## src/rtl/dsp_pkg.sv

```systemverilog
// Shared DSP front-end definitions: sequencer states, PC-select codes, opcode constants.
// The return stack is built only when HW_STACK_EN is defined.
package dsp_pkg;

    localparam int unsigned DEFAULT_PC_W        = 12;
    localparam int unsigned DEFAULT_STACK_DEPTH = 4;
    localparam int unsigned INSTR_W             = 16;

    typedef enum logic [2:0] {
        FETCH,
        CAPTURE,
        OPFETCH,
        OPCAPTURE,
        ISSUE
    } seq_state_t;

    // pcInMux_ctrl encodings returned by execute
    localparam logic [1:0] PC_SEL_SEQ     = 2'b00;
    localparam logic [1:0] PC_SEL_OPERAND = 2'b01;
    localparam logic [1:0] PC_SEL_ACC     = 2'b10;
    localparam logic [1:0] PC_SEL_STACK   = 2'b11;

    // Branch/call group carries a second program word
    localparam logic [3:0] OP_CLASS_BRANCH = 4'b1111;

    localparam logic [7:0] OP_ADD  = 8'h00;
    localparam logic [7:0] OP_RET  = 8'hE0;
    localparam logic [7:0] OP_BR   = 8'hF1;
    localparam logic [7:0] OP_CALL = 8'hF8;
    localparam logic [7:0] OP_CBR  = 8'hF9;

    function automatic logic is_two_word(input logic [INSTR_W-1:0] word);
        return word[15:12] == OP_CLASS_BRANCH;
    endfunction

endpackage

```

## src/rtl/return_stack.sv

```systemverilog
// Shift-style return-address LIFO; err is sticky on overflow/underflow until reset.
module return_stack
    import dsp_pkg::*;
#(
    parameter int unsigned W     = DEFAULT_PC_W,
    parameter int unsigned DEPTH = DEFAULT_STACK_DEPTH
) (
    input  logic         clk,
    input  logic         rst,
    input  logic         push,
    input  logic         pop,
    input  logic [W-1:0] push_data,
    output logic [W-1:0] top_c,
    output logic         err
);

    localparam int unsigned CNT_W = $clog2(DEPTH + 1);

    logic [W-1:0]     entries [DEPTH];
    logic [CNT_W-1:0] depth;

    // Popping an empty stack yields address 0
    assign top_c = (depth == '0) ? '0 : entries[0];

    always_ff @(posedge clk or posedge rst) begin
        if (rst) begin
            depth <= '0;
            err   <= 1'b0;
            for (int i = 0; i < int'(DEPTH); i++) entries[i] <= '0;
        end else if (push && pop) begin
            // top was already read as the pop target; replace it in place
            entries[0] <= push_data;
        end else if (push) begin
            for (int i = int'(DEPTH) - 1; i > 0; i--) entries[i] <= entries[i-1];
            entries[0] <= push_data;
            if (depth == CNT_W'(DEPTH)) err <= 1'b1;
            else                        depth <= depth + CNT_W'(1);
        end else if (pop) begin
            if (depth == '0) begin
                err <= 1'b1;
            end else begin
                for (int i = 0; i < int'(DEPTH) - 1; i++) entries[i] <= entries[i+1];
                entries[DEPTH-1] <= '0;
                depth <= depth - CNT_W'(1);
            end
        end
    end

endmodule

```

## src/rtl/program_sequencer.sv

```systemverilog
// Instruction fetch/assemble/issue front end with PC-select execution.
// Optional hardware return stack enabled by defining HW_STACK_EN.
module program_sequencer
    import dsp_pkg::*;
#(
    parameter int unsigned PC_W        = DEFAULT_PC_W,
    parameter int unsigned STACK_DEPTH = DEFAULT_STACK_DEPTH
) (
    input  logic            clk,
    input  logic            reset,
    output logic [PC_W-1:0] pm_addr,
    output logic            pm_rd,
    input  logic [15:0]     pm_data,
    output logic [15:0]     instruction,
    output logic [7:0]      OP_dk,
    output logic [3:0]      OP_s,
    output logic [15:0]     operand,
    output logic            instr_valid,
    input  logic            stall,
    input  logic            redirect,
    input  logic [1:0]      pcInMux_ctrl,
    input  logic [PC_W-1:0] acc_low,
    input  logic            push_ret,
    output logic            stack_err
);

    seq_state_t      state;
    logic [PC_W-1:0] pc;
    logic [PC_W-1:0] next_pc;
    logic            consume;

    assign consume = (state == ISSUE) && !stall;
    assign OP_dk   = instruction[15:8];
    assign OP_s    = instruction[15:12];

`ifdef HW_STACK_EN
    logic [PC_W-1:0] stack_top;
    logic            do_push;
    logic            do_pop;

    assign do_push = consume && push_ret;
    assign do_pop  = consume && redirect && (pcInMux_ctrl == PC_SEL_STACK);

    // Return address is pc at consume: the word after the instruction and its operand
    return_stack #(
        .W     (PC_W),
        .DEPTH (STACK_DEPTH)
    ) u_return_stack (
        .clk       (clk),
        .rst       (reset),
        .push      (do_push),
        .pop       (do_pop),
        .push_data (pc),
        .top_c     (stack_top),
        .err       (stack_err)
    );
`else
    localparam int unsigned unused_stack_depth = STACK_DEPTH;
    logic unused_push_ret;

    assign unused_push_ret = push_ret;
    assign stack_err       = 1'b0;
`endif

    // Next-PC select applied at consume
    always_comb begin
        next_pc = pc;
        if (redirect) begin
            case (pcInMux_ctrl)
                PC_SEL_OPERAND: next_pc = operand[PC_W-1:0];
                PC_SEL_ACC:     next_pc = acc_low;
`ifdef HW_STACK_EN
                PC_SEL_STACK:   next_pc = stack_top;
`endif
                default:        next_pc = pc;
            endcase
        end
    end

    always_ff @(posedge clk or posedge reset) begin
        if (reset) begin
            state       <= FETCH;
            pc          <= '0;
            pm_addr     <= '0;
            pm_rd       <= 1'b0;
            instruction <= '0;
            operand     <= '0;
            instr_valid <= 1'b0;
        end else begin
            case (state)
                FETCH: begin
                    // Out of reset the strobe is not yet up; raise it before moving on
                    if (!pm_rd) begin
                        pm_rd   <= 1'b1;
                        pm_addr <= pc;
                        pc      <= pc + PC_W'(1);
                    end else begin
                        pm_rd <= 1'b0;
                        state <= CAPTURE;
                    end
                end
                CAPTURE: begin
                    instruction <= pm_data;
                    operand     <= '0;
                    if (is_two_word(pm_data)) begin
                        pm_rd   <= 1'b1;
                        pm_addr <= pc;
                        pc      <= pc + PC_W'(1);
                        state   <= OPFETCH;
                    end else begin
                        instr_valid <= 1'b1;
                        state       <= ISSUE;
                    end
                end
                OPFETCH: begin
                    pm_rd <= 1'b0;
                    state <= OPCAPTURE;
                end
                OPCAPTURE: begin
                    operand     <= pm_data;
                    instr_valid <= 1'b1;
                    state       <= ISSUE;
                end
                ISSUE: begin
                    // Consume launches the next fetch directly so a redirect target
                    // is on pm_addr in the following cycle
                    if (consume) begin
                        instr_valid <= 1'b0;
                        pm_rd       <= 1'b1;
                        pm_addr     <= next_pc;
                        pc          <= next_pc + PC_W'(1);
                        state       <= FETCH;
                    end
                end
                default: begin
                    pm_rd       <= 1'b0;
                    instr_valid <= 1'b0;
                    state       <= FETCH;
                end
            endcase
        end
    end

endmodule

```

## config.mk

```make
export PLATFORM = sky130hd
export DESIGN_NAME = program_sequencer
export DESIGN_NICKNAME = d
export VERILOG_FILES = /design/src/rtl/dsp_pkg.sv /design/src/rtl/return_stack.sv /design/src/rtl/program_sequencer.sv
export SDC_FILE = /design/constraint.sdc
export NUM_CORES = 1
export LEC_CHECK = 0
export ABC_CLOCK_PERIOD_IN_PS = 4950
export BUFFER_PORTS_ARGS = -buffer_cell sky130_fd_sc_hd__buf_2
export CAP_MARGIN = 10
export CORE_ASPECT_RATIO = 1.4
export CORE_MARGIN = 1.5
export CORE_UTILIZATION = 43
export CTS_CLUSTER_SIZE = 20
export DETAILED_ROUTE_END_ITERATION = 12
export PLACE_DENSITY_LB_ADDON = 0.12
export SLEW_MARGIN = 20
export SYNTH_ARGS = -nofsm -noshare
export SYNTH_HDL_FRONTEND = slang
export SYNTH_SLANG_ARGS = --single-unit
```

## constraint.sdc

```tcl
create_clock -name clk -period 4.95 [get_ports clk]
set_input_delay 0.495 -clock clk [delete_from_list [all_inputs] [get_ports clk]]
set_output_delay 0.495 -clock clk [all_outputs]
set_load 0.01 [all_outputs]
```

== After elaboration in Yosys (flattened, before gate mapping) ==
Cells that the tools add are included.

* Bits of input ports: 35
* Register bits: 61
* Output and inout bits: 59
* Logic and storage cells: 55

* Equality and inequality tests: 12
* Add/sub/neg operators: 2
* Bitwise logic cells: 2
* Reduce and logical (&&, ||, !) cells: 10
* Multiplexer cells: 22

{| class="wikitable"
|+ Operator list
! cell !! number
|-
| $mux 12 || 7
|-
| $pmux 12 s3 || 2
|-
| $pmux 16 s2 || 1
|-
| $add 12x1->12 const B || 2
|-
| $pmux 12 s2 || 1
|-
| $pmux 3 s5 || 1
|-
| $ne 2x2->1 const B || 5
|-
| $mux 3 || 3
|-
| $pmux 1 s4 || 2
|-
| $eq 3x2->1 const B || 2
|-
| $reduce_and 3->1 || 2
|-
| $mux 1 || 5
|-
| $eq 4x4->1 const B || 1
|-
| $reduce_and 4->1 || 1
|-
| $eq 3x1->1 const B || 1
|-
| $eq 3x3->1 const B || 1
|-
| $logic_not 3->1 || 1
|-
| $reduce_bool 3->1 || 1
|-
| $eq 2x1->1 const B || 1
|-
| $eq 2x2->1 const B || 1
|-
| $not 1->1 || 2
|-
| $reduce_and 2->1 || 1
|-
| $reduce_bool 2->1 || 1
|-
| $reduce_or 2->1 || 1
|-
| other kinds (2) || 2
|}

== Longest topological paths before layout ==
* Depth after elaboration: 6
* Depth in mapped cells: 14
* Gate-level depth less buffers: 11

== Least setup slack after synthesis ==
No wires, ideal clock.

* Path type: input to register
* Start: input pcInMux_ctrl[0]
* End: register pc[10]
* Data required time: 4.820 ns
* Setup slack: 2.001 ns
* Arrival: 2.819 ns
* Setup time: 0.130 ns
* Buffers on the path: 3
* Stages on the path: 14
* Cell sequence: inv_1 -> ha_1 -> nor4b_4 -> and2_4 -> buf_6 -> buf_6 -> buf_4 -> nor2_1 -> a31oi_1 -> ha_1 -> inv_1 -> nor4_2 -> xor2_1 -> o21ai_1

* Longest elaborated chain between the ends: 6
* Elaborated cells between the ends (all ways): 7
* Those cells by class: add/sub: 1; eq/ne: 2; mux: 4

{| class="wikitable"
|+ RTL lines
! element !! RTL line !! text
|-
| start: declaration || program_sequencer.sv:21 || <nowiki>input logic [1:0] pcInMux_ctrl,</nowiki>
|-
| $eq 2x2->1 or $eq 2x1->1 (tied branches) || program_sequencer.sv:69 || <nowiki>case (pcInMux_ctrl)</nowiki>
|-
| $pmux 12 s2 * || program_sequencer.sv:69 ||
|-
| $mux 12 * || program_sequencer.sv:68 || <nowiki>if (redirect) begin</nowiki>
|-
| $add 12x1->12 * || program_sequencer.sv:131 || <nowiki>pc <= next_pc + PC_W'(1);</nowiki>
|-
| $mux 12 * || program_sequencer.sv:127 || <nowiki>if (consume) begin</nowiki>
|-
| $pmux 12 s3 * || program_sequencer.sv:90 || <nowiki>case (state)</nowiki>
|-
| end signal: assignment || program_sequencer.sv:96 || <nowiki>pc <= pc + PC_W'(1);</nowiki>
|-
| end signal: assignment || program_sequencer.sv:108 || <nowiki>pc <= pc + PC_W'(1);</nowiki>
|-
| end signal: assignment || program_sequencer.sv:131 ||
|-
| end: declaration || program_sequencer.sv:28 || <nowiki>logic [PC_W-1:0] pc;</nowiki>
|}

Every way passes the cells marked *; elsewhere a longest branch is shown, timed or not. The select of a mux whose other input is x is not followed.
A chain may end at the register's enable or synchronous reset.

== Worst setup path in the final report ==
Ends and elaborated chain as after synthesis.

==> flow_summary.html <==
<table>
<tr><th>Metric</th><th>Value</th></tr>
<tr><th colspan="2">STA</th></tr>
<tr><td>Number of setup violations in the final report</td><td>0</td></tr>
<tr><td>Setup repair after global routing missed its margin</td><td>false</td></tr>
<tr><td>Setup TNS after final layout</td><td>0 ns</td></tr>
<tr><td>Period utilisation layout</td><td>56.0%</td></tr>
<tr><td>Total count of max-transition violations in the final report</td><td>0</td></tr>
<tr><td>Post-layout minimum cycle time</td><td>2.77 ns</td></tr>
<tr><td>Worst setup margin</td><td>2.18 ns</td></tr>
<tr><td>Transition time at the pin with the least slew margin</td><td>0.776 ns</td></tr>
<tr><td>Final Hold Fails</td><td>0</td></tr>
<tr><td>Achievable clock frequency</td><td>361 MHz</td></tr>
<tr><td>Post-route clock skew</td><td>0.00479 ns</td></tr>
<tr><td>Tightest slew margin relative to the limit</td><td>48.3%</td></tr>
<tr><th colspan="2">Global routing</th></tr>
<tr><td>Pin count of the biggest net entering global routing</td><td>62</td></tr>
<tr><td>Overall fraction of global-route tracks in use</td><td>19.2%</td></tr>
<tr><td>First-pass GRT wire length</td><td>11.5 mm</td></tr>
<tr><td>Total congestion overflow</td><td>0</td></tr>
<tr><td>Number of global-route vias before repair</td><td>2431</td></tr>
<tr><td>Antenna violations before repair</td><td>0</td></tr>
<tr><th colspan="2">Flow run</th></tr>
<tr><td>Max-Cap Viols</td><td>0</td></tr>
<tr><th colspan="2">Finish</th></tr>
<tr><td>Most frequent cells in the layout</td><td>buf_2 (91), nand2_1 (72), dfrtp_1 (61), o21ai_0 (34), mux2_2 (20)</td></tr>
<tr><td>Post-layout util</td><td>53.7%</td></tr>
<tr><td>Leading cell type in the layout, fill and taps excluded</td><td>buf_2</td></tr>
<tr><td>Fraction of layout cells with a size suffix above 1</td><td>35.5%</td></tr>
<tr><td>Area delta synth-&gt;final</td><td>20.3%</td></tr>
<tr><td>Number of standard cells in the layout, taps in and fillers out</td><td>501</td></tr>
<tr><td>Storage cell area</td><td>0.00153 mm2</td></tr>
<tr><td>Final #Nets</td><td>439</td></tr>
<tr><td>Area used by multi-input combinational logic</td><td>0.00138 mm2</td></tr>
<tr><td>Number of filler cells placed in the layout</td><td>668</td></tr>
<tr><td>Count of antenna diodes in the layout</td><td>0</td></tr>
<tr><th colspan="2">Synth</th></tr>
<tr><td>Post-synthesis net count</td><td>363</td></tr>
<tr><td>Netlist area before placement</td><td>0.00312 mm2</td></tr>
<tr><td>Mean area per synthesized cell</td><td>9.59 um2</td></tr>
<tr><td>Count of state elements after synthesis</td><td>61</td></tr>
<tr><td>Number of synthesis warnings</td><td>0</td></tr>
<tr><td>Synthesized netlist cell count</td><td>325</td></tr>
<tr><td>Sequential area share after synthesis</td><td>49.0%</td></tr>
<tr><td>Count of cell types in the netlist</td><td>43</td></tr>
<tr><th colspan="2">Placed design</th></tr>
<tr><td>Routability Congestion</td><td>0.822</td></tr>
<tr><td>Post-placement setup slack</td><td>1.83 ns</td></tr>
<tr><td>Half-perimeter wire length after detailed placement</td><td>4.86 mm</td></tr>
<tr><td>Total instance count after detailed placement</td><td>485</td></tr>
<tr><td>Count of buffers inserted at the top-level ports</td><td>91</td></tr>
<tr><th colspan="2">Power</th></tr>
<tr><td>Clock power share</td><td>20.8%</td></tr>
<tr><td>Sequential group share of total power</td><td>38.0%</td></tr>
<tr><td>Cell internal power dissipation</td><td>0.00131 W</td></tr>
<tr><td>Power Dens Cells</td><td>569 mW/mm2</td></tr>
<tr><td>Share of power burned in combinational logic</td><td>41.2%</td></tr>
<tr><td>Standby leakage power</td><td>1.72 nW</td></tr>
<tr><td>Net switching power</td><td>0.000825 W</td></tr>
<tr><td>Worst supply voltage drop on vdd</td><td>0.328 mV</td></tr>
<tr><td>Switching fraction of total power</td><td>38.6%</td></tr>
<tr><th colspan="2">Setup path</th></tr>
<tr><td>Number of cells on the worst reg-to-reg path</td><td>10</td></tr>
<tr><td>CP Launch Type</td><td>input port</td></tr>
<tr><td>Element type at the critical path end</td><td>flip-flop</td></tr>
<tr><td>Peak fanout along the critical path</td><td>25</td></tr>
<tr><td>Required time reported for the critical path endpoint</td><td>5.16 ns</td></tr>
<tr><td>Start-to-end type of the worst setup path</td><td>input port to flip-flop</td></tr>
<tr><td>Arrival time worst endpoint</td><td>2.99 ns</td></tr>
<tr><th colspan="2">Route</th></tr>
<tr><td>Number of search-and-repair iterations in the first detailed-routing pass</td><td>4</td></tr>
<tr><td>Wire length per cell</td><td>13.3 um</td></tr>
<tr><td>Vias per Instance</td><td>4.96</td></tr>
<tr><td>Via count</td><td>2485</td></tr>
<tr><td>Starting DRC count in detailed routing</td><td>146</td></tr>
<tr><td>Number of remaining DRC errors</td><td>0</td></tr>
<tr><td>Post-Route WL</td><td>6.66 mm</td></tr>
<tr><td>Antenna Nets Post-Route</td><td>0</td></tr>
<tr><th colspan="2">Floorplan</th></tr>
<tr><td>Top Ports</td><td>94</td></tr>
<tr><td>Die Y-Extent</td><td>104 um</td></tr>
<tr><td>Die Area</td><td>0.00778 mm2</td></tr>
<tr><td>Std cell rows</td><td>36</td></tr>
<tr><td>Core outline area</td><td>0.00698 mm2</td></tr>
<tr><td>Effective utilization at floorplan</td><td>44.6%</td></tr>
<tr><td>Die width</td><td>75.0 um</td></tr>
<tr><th colspan="2">Clock tree</th></tr>
<tr><td>Number of buffers between clock root and the deepest sink</td><td>2</td></tr>
<tr><td>Clock sink count</td><td>61</td></tr>
<tr><td>Number of instances resized during post-cts repair</td><td>0</td></tr>
<tr><td>Root buf cell</td><td>clkbuf_8</td></tr>
<tr><td>Clock tree from TritonCTS</td><td>yes</td></tr>
<tr><td>Post-CTS Setup Repair Bufs</td><td>0</td></tr>
<tr><td>Post-CTS Hold Fix Bufs</td><td>0</td></tr>
<tr><td>H-tree level count</td><td>3</td></tr>
<tr><td>Clock buffer count from CTS</td><td>9</td></tr>
<tr><td>Clock transition at path regs</td><td>0.07 ns</td></tr>
<tr><td>Insertion delay to the later sink of the worst-skew pair</td><td>0.34 ns</td></tr>
<tr><th colspan="2">Outcome</th></tr>
<tr><td>Result of the run</td><td>finished, final reports clean</td></tr>
<tr><th colspan="2">Worst hold path</th></tr>
<tr><td>Path category of the worst min-delay check</td><td>input port to asynchronous set/reset pin</td></tr>
</table>
## flip-flops by register name, summed over array words and instances, names as in the netlist
register / count
instr_valid: 1
state: 3
instruction: 16
operand: 16
pm_addr: 12
pc: 12
pm_rd: 1
## kinds of logic after synthesis
group,share of synthesized area (%)
AND/OR/NAND/NOR,16.5
buffers and inverters,7.15
multiplexers,7.87
adder cells (fa/ha/maj),1.20
other,0.120
flip-flops,49.0
XOR/XNOR,2.25
AO/OA/AOI/OAI,15.9
## cells in the mapped netlist
| master | n | area [um2] |
|---|---|---|
| a211oi_1 | 1 | 7.51 |
| a211oi_2 | 2 | 25.0 |
| a21boi_0 | 1 | 7.51 |
| a21o_1 | 1 | 7.51 |
| a21oi_1 | 13 | 65.1 |
| a221o_1 | 1 | 10.0 |
| a22o_1 | 3 | 26.3 |
| a22oi_1 | 4 | 30.0 |
| a31oi_1 | 2 | 12.5 |
| a41oi_2 | 1 | 16.3 |
| and2_4 | 1 | 8.76 |
| and4b_1 | 1 | 10.0 |
| buf_2 | 4 | 20.0 |
| buf_4 | 14 | 105 |
| buf_6 | 2 | 22.5 |
| clkbuf_1 | 11 | 41.3 |
| conb_1 | 1 | 3.75 |
| dfrtp_1 | 61 | 1530 |
| ha_1 | 3 | 37.5 |
| inv_1 | 9 | 33.8 |
| mux2_2 | 20 | 225 |
| mux2i_1 | 2 | 20.0 |
| nand2_1 | 72 | 270 |
| nand2b_1 | 3 | 18.8 |
| nand3_1 | 15 | 75.1 |
| nand4_1 | 1 | 6.26 |
| nor2_1 | 11 | 41.3 |
| nor2_4 | 1 | 11.3 |
| nor2b_1 | 1 | 6.26 |
| nor3_1 | 6 | 30.0 |
| nor4_2 | 1 | 12.5 |
| nor4b_4 | 1 | 23.8 |
| o21ai_0 | 34 | 170 |
| o21ai_1 | 5 | 25.0 |
| o21ai_2 | 1 | 8.76 |
| o221a_2 | 1 | 11.3 |
| o221ai_1 | 2 | 17.5 |
| o22a_1 | 1 | 8.76 |
| o311ai_2 | 1 | 16.3 |
| o32a_4 | 1 | 22.5 |
| o32ai_1 | 1 | 8.76 |
| xnor2_1 | 2 | 17.5 |
| xor2_1 | 6 | 52.6 |
## cell type report
type / instances / share of cell area (%)
multi-input cells: 224 / 36.7
clock buffers: 10 / 3.67
flip-flops and latches: 61 / 40.7
repair buffers: 96 / 13.1
well taps: 95 / 3.17
clock inverters: 6 / 1.67
inverters: 9 / 0.901
## critical path: stages
cell,delay [ns]
buf_2,0.09
inv_1,0.04
ha_1,0.32
nor4b_4,0.45
and2_4,0.39
nor2_1,0.07
a31oi_1,0.20
ha_1,0.25
inv_1,0.13
nor4_2,0.31
xor2_1,0.17
o21ai_1,0.07
## worst paths after layout
| check | startpoint | end | slack [ns] |
|---|---|---|---|
| min in group clk | pm_data[5] | operand[5] | 0.40 |
| worst min-delay path | reset | instruction[12] | 0.36 |
| worst min register to register | pm_addr[0] | pm_addr[0] | 0.47 |
| max in group asynchronous | reset | operand[13] | 4.06 |
| worst max register to register | state[1] | pc[10] | 2.21 |
| worst max-delay path | pcInMux_ctrl[0] | pc[10] | 2.18 |
## power groups by stage
stage / combinational [W] / clock, W / sequential (W)
after floorplan: 0.000607 / 0 / 0.000864
after global placement: 0.000882 / 0 / 0.000815
after detailed placement: 0.000894 / 0 / 0.000820
after CTS: 0.000894 / 0.000454 / 0.000814
after global routing: 0.000996 / 0.000477 / 0.000841
final: 0.000879 / 0.000444 / 0.000811
## routing by layer
layer	track usage (%)	wire length, um
met3	5.74	454
met2	28.5	3110
met1	25.5	2960
met4	8.31	141
met5	0	0
## through the flow
stage	cell area, um2	total power [W]	hold slack, ns
after floorplan	3120	0.00147	0.450
after global placement	3550	0.00170	0.456
after detailed placement	3550	0.00171	0.458
after CTS	3750	0.00216	0.388
after global routing	3750	0.00231	0.390
final	3750	0.00213	0.356
Power figures use the tool's default switching activity.
